===== src/rtl/interrupt_arbiter.sv =====
// Interrupt arbiter: per-channel edge/level capture, masking, fixed or round-robin
// selection, and a three-state request/service handshake towards the core.
module interrupt_arbiter #(
    parameter int              N_IRQ     = 8,
    parameter int              ID_W      = 3,
    parameter logic [N_IRQ-1:0] EDGE_MASK = '1,
    parameter int              RR_MODE   = 0,
    parameter logic [N_IRQ-1:0] MASK_RST  = '0
) (
    input  logic             clk,
    input  logic             rst,
    input  logic [N_IRQ-1:0] irq_in,
    input  logic             ir_en,
    input  logic             stall,
    input  logic             ir_ack,
    input  logic             ir_done,
    input  logic             mask_wen,
    input  logic [N_IRQ-1:0] mask_din,
    input  logic             ovf_clr,
    output logic             ir,
    output logic [ID_W-1:0]  ir_id,
    output logic             in_service,
    output logic [N_IRQ-1:0] pending,
    output logic [N_IRQ-1:0] mask,
    output logic [N_IRQ-1:0] ovf,
    output logic [1:0]       dbg_state
);

    // Handshake: ir stays high with a stable ir_id until a cycle with ir_ack=1 and
    // stall=0 (accept) or until the latched channel stops being eligible (withdraw).
    typedef enum logic [1:0] {
        S_IDLE    = 2'd0,
        S_REQ     = 2'd1,
        S_SERVICE = 2'd2
    } state_t;

    state_t           state_q, state_d;
    logic [ID_W-1:0]  ir_id_q, ir_id_d;
    logic [ID_W-1:0]  rr_ptr_q, rr_ptr_d;
    logic [N_IRQ-1:0] pending_q, pending_d;
    logic [N_IRQ-1:0] prev_q;
    logic [N_IRQ-1:0] mask_q, mask_d;
    logic [N_IRQ-1:0] ovf_q, ovf_d;

    logic [N_IRQ-1:0]   eligible;
    logic [N_IRQ-1:0]   id_onehot;
    logic               id_elig;
    logic [ID_W-1:0]    search_start;
    logic [2*N_IRQ-1:0] rot_wide;
    logic [N_IRQ-1:0]   rot;
    logic [ID_W-1:0]    offset;
    logic [ID_W:0]      win_sum;
    logic [ID_W-1:0]    winner;
    logic               ack_ok;
    logic [N_IRQ-1:0]   clr_vec;
    logic [N_IRQ-1:0]   rise;
    logic [N_IRQ-1:0]   new_ovf;

    assign eligible  = ir_en ? (pending_q & mask_q) : '0;
    assign id_onehot = N_IRQ'(1) << ir_id_q;
    assign id_elig   = |(eligible & id_onehot);

    // Rotate the eligible vector so the search origin sits at bit 0, pick the
    // lowest set bit, then add the origin back modulo N_IRQ.
    always_comb begin
        search_start = (RR_MODE != 0) ? rr_ptr_q : '0;
        rot_wide     = {eligible, eligible} >> search_start;
        rot          = rot_wide[N_IRQ-1:0];
        offset       = '0;
        for (int k = N_IRQ - 1; k >= 0; k--) begin
            if (rot[k]) begin
                offset = ID_W'(k);
            end
        end
        win_sum = {1'b0, search_start} + {1'b0, offset};
        if (win_sum >= (ID_W+1)'(N_IRQ)) begin
            win_sum = win_sum - (ID_W+1)'(N_IRQ);
        end
        winner = win_sum[ID_W-1:0];
    end

    always_comb begin
        state_d  = state_q;
        ir_id_d  = ir_id_q;
        rr_ptr_d = rr_ptr_q;
        ack_ok   = 1'b0;
        case (state_q)
            S_IDLE: begin
                if (|eligible) begin
                    ir_id_d = winner;
                    state_d = S_REQ;
                end
            end
            S_REQ: begin
                // Withdrawal takes precedence: an ack in the same cycle is ignored.
                if (!id_elig) begin
                    state_d = S_IDLE;
                end else if (ir_ack && !stall) begin
                    state_d = S_SERVICE;
                    ack_ok  = 1'b1;
                    if (RR_MODE != 0) begin
                        rr_ptr_d = (ir_id_q == ID_W'(N_IRQ - 1)) ? '0 : ir_id_q + ID_W'(1);
                    end
                end
            end
            S_SERVICE: begin
                if (ir_done) begin
                    state_d = S_IDLE;
                end
            end
            default: begin
                state_d = S_IDLE;
            end
        endcase
    end

    always_comb begin
        clr_vec   = ack_ok ? id_onehot : '0;
        rise      = irq_in & ~prev_q;
        // A fresh edge beats a simultaneous clear, so the channel stays pending.
        pending_d = (EDGE_MASK & (rise | (pending_q & ~clr_vec))) | (~EDGE_MASK & irq_in);
        new_ovf   = EDGE_MASK & rise & pending_q & ~clr_vec;
        ovf_d     = (ovf_clr ? '0 : ovf_q) | new_ovf;
        mask_d    = mask_wen ? mask_din : mask_q;
    end

    always_ff @(posedge clk) begin
        // prev tracks irq_in even in reset so a source held high gives no edge.
        prev_q <= irq_in;
        if (!rst) begin
            state_q   <= S_IDLE;
            ir_id_q   <= '0;
            rr_ptr_q  <= '0;
            pending_q <= '0;
            mask_q    <= MASK_RST;
            ovf_q     <= '0;
        end else begin
            state_q   <= state_d;
            ir_id_q   <= ir_id_d;
            rr_ptr_q  <= rr_ptr_d;
            pending_q <= pending_d;
            mask_q    <= mask_d;
            ovf_q     <= ovf_d;
        end
    end

    assign ir         = (state_q == S_REQ);
    assign in_service = (state_q == S_SERVICE);
    assign ir_id      = ir_id_q;
    assign pending    = pending_q;
    assign mask       = mask_q;
    assign ovf        = ovf_q;
    assign dbg_state  = state_q;

endmodule


===== config.mk =====
export PLATFORM = sky130hd
export DESIGN_NAME = interrupt_arbiter
export DESIGN_NICKNAME = d
export VERILOG_FILES = /design/src/rtl/interrupt_arbiter.sv
export SDC_FILE = /design/constraint.sdc
export NUM_CORES = 1
export LEC_CHECK = 0
export BUFFER_PORTS_ARGS = -buffer_cell sky130_fd_sc_hd__buf_4
export CAP_MARGIN = 20
export CORE_MARGIN = 5
export CORE_UTILIZATION = 45
export CTS_CLUSTER_SIZE = 12
export DETAILED_ROUTE_END_ITERATION = 6
export PLACE_DENSITY = 0.73
export RECOVER_POWER = 25
export SYNTH_ARGS = -nofsm -noshare
export SYNTH_HDL_FRONTEND = slang
export SYNTH_SLANG_ARGS = --single-unit

===== constraint.sdc =====
create_clock -name clk -period 2.5 [get_ports clk]
set_input_delay 0.75 -clock clk [delete_from_list [all_inputs] [get_ports clk]]
set_output_delay 0.75 -clock clk [all_outputs]
set_load 0.02 [all_outputs]

==> reports/results.ini <==
[global_routing]
met3_usage_pct = 6.65
grt_use_met1_pct = 20.8
grt_start_max_net_pins = 16
antenna_found_initial = 0
grt_overflow = 0
grt_pass1_vias = 1438
grtUsageMet2_pct = 30.6
grt_pass1_wl_mm = 6.37
grt_use_total_pct = 18.0
gr-max-usage-layer = met2

[timing]
fin_crit_ns = 2.08
hold_viol = 0
fin_hold_ws_ns = 0.467
slew_headroom_pct = 55.0
rsz0062_at_grt = false
finalSetupTns_ns = 0
setup_violations = 0
drv_slew = 0
fin_ws_ns = 0.423
worstMarginPinSlew_ns = 0.675
fmax_mhz = 482
fin_crit_sh_pct = 83.1
finClkSkew_ns = 0.0101

[place]
post-place-ws_ns = 0.433
gp_congestion = 0.813
io_buffers = 54
hpwlAfterDp_mm = 3.10

[setup_path]
critPathCaptureType = flop
crit_fanout = 15
cp-startpoint = rst
cp-start-kind = input pin
path_class = in2reg
worstPathRequired_ns = 2.79
r2r_start = ir_id[1]
crit_arrival_ns = 2.37
r2r_slack_ns = 0.71

[die]
initial_core_util_pct = 46.8
rows = 21
pin_count = 55
dieWidth_um = 68.9
core_um2 = 3340
dieArea_um2 = 4750
dieHeight_um = 68.9

[synthesis]
synth.avg_cell_area_um2 = 9.58
synth_edf_count = 0
synth_commonest_cells = dfxtp_1 (37), nor2_1 (15), nand2_1 (14)
synthDistinctLibCells = 44
ys_warn_count = 0
yosys-top-cells-area = dfxtp_1 (47%), mux2i_1 (5.1%), nor2_1 (3.6%)
synthArstFlopShare_pct = 0
syn_area_um2 = 1560
syn_inst = 163
synth_ff_type = dfxtp_1
ys_ff_latch = 37
yosysSeqAreaShare_pct = 47.4
synth.most_common_cell = dfxtp_1
synth_top_area_cell = dfxtp_1
yosys.area.top_type_share_pct = 47.4
synth_nets = 187

[flow_run]
drv_cap = 0

[clock_network]
clkTransAtPathRegs_ns = 0.11
cts_root_buf = clkbuf_4
cts_buffers = 5
cts_resized = 0
cts.sinks = 37
cts_tree = done
holdBufCountCts = 0
cts_setup_buffers = 0
cts.path.max_buffers = 2
htree_num_levels = 2
clk_latency_ns = 0.34

[route]
wl_mm = 3.98
ant_nets = 0
wl_per_cell_um = 15.0
first_pass_iters = 4
viasPerCell = 5.58
drc = 0
num_vias = 1480
drt_iter0_markers = 88

[power]
power_w = 0.00127
p_leak_nw = 0.883
p_per_area_nw_per_um2 = 610
vdd_drop_max_mv = 0.496

[layout]
final_nets = 242
fillers = 304
final_layout_size_suffix_gt1_share_pct = 30.1
ff_latch_area_um2 = 741
diodes = 0
syn2layout_area_growth_pct = 32.9
multi_input_area_um2 = 763

[run_status]
outcome = complete, no violations

[worst_hold_path]
hold_path.class = reg2reg
hold_path_startpoint = ovf[2]

metal layers:
layer / share of wire (%) / wire length (µm)
met1: 41 / 1640
met2: 49 / 1940
met3: 8.7 / 347
met4: 1.5 / 61
met5: 0 / 0
logic make-up after synthesis:
family | share of synthesized area, %
simple gates | 20.4
compound gates | 21.9
flops | 47.4
buf+inv | 3.69
mux | 6.57
layout by cell type (no fill, tap or decap), types with 6 or more instances in the layout:
cell       n
dfxtp_1   37
o31ai_1    6
inv_1      6
buf_4     45
clkbuf_4  12
nor2_1    15
a21oi_1    8
nand2b_1   6
nand2_1   14
mux2i_1    8
critical path: stages:
cell and delay [ns]:
clkbuf_1 0.50, inv_1 0.36, clkbuf_1 0.33, nor3_1 0.31, a21o_1 0.11
where the power goes:
group          internal, W  switching (W)  total (W)
Clock             0.000239       0.000189   0.000428
Sequential        0.000620      0.0000353   0.000655
Combinational    0.0000869      0.0000958   0.000183
Total             0.000946       0.000320    0.00127
sequential cells by signal (all words and copies together), names as in the netlist:
| signal | flops |
|---|---|
| mask | 8 |
| ovf | 8 |
| ir_id | 3 |
| dbg_state | 2 |
| prev_q | 8 |
| pending | 8 |
stage by stage:
step	utilization, %	cells	area, µm²
after floorplan	-	163	1560
after global placement	60.0	257	2000
after detailed placement	60.0	257	2000
after CTS	62.5	265	2090
after global routing	62.2	265	2070
final	62.2	265	2070
cell type report:
cell class	instances	area share, %
Timing Repair Buffer	55	19.4
Clock buffer	7	2.65
Sequential cell	37	35.7
Multi-Input combinational cell	112	36.8
Inverter	7	1.27
Tap cell	46	2.77
Clock inverter	1	1.45
path summary, 6_finish.rpt:
kind	depth (start not counted)	endpoint
setup reg to reg	4	ovf[6]
setup / recovery	5	dbg_state[0]
hold reg to reg	2	ovf[2]
hold / removal	2	ovf[2]
Note: power is estimated with default switching activity, not from simulation.
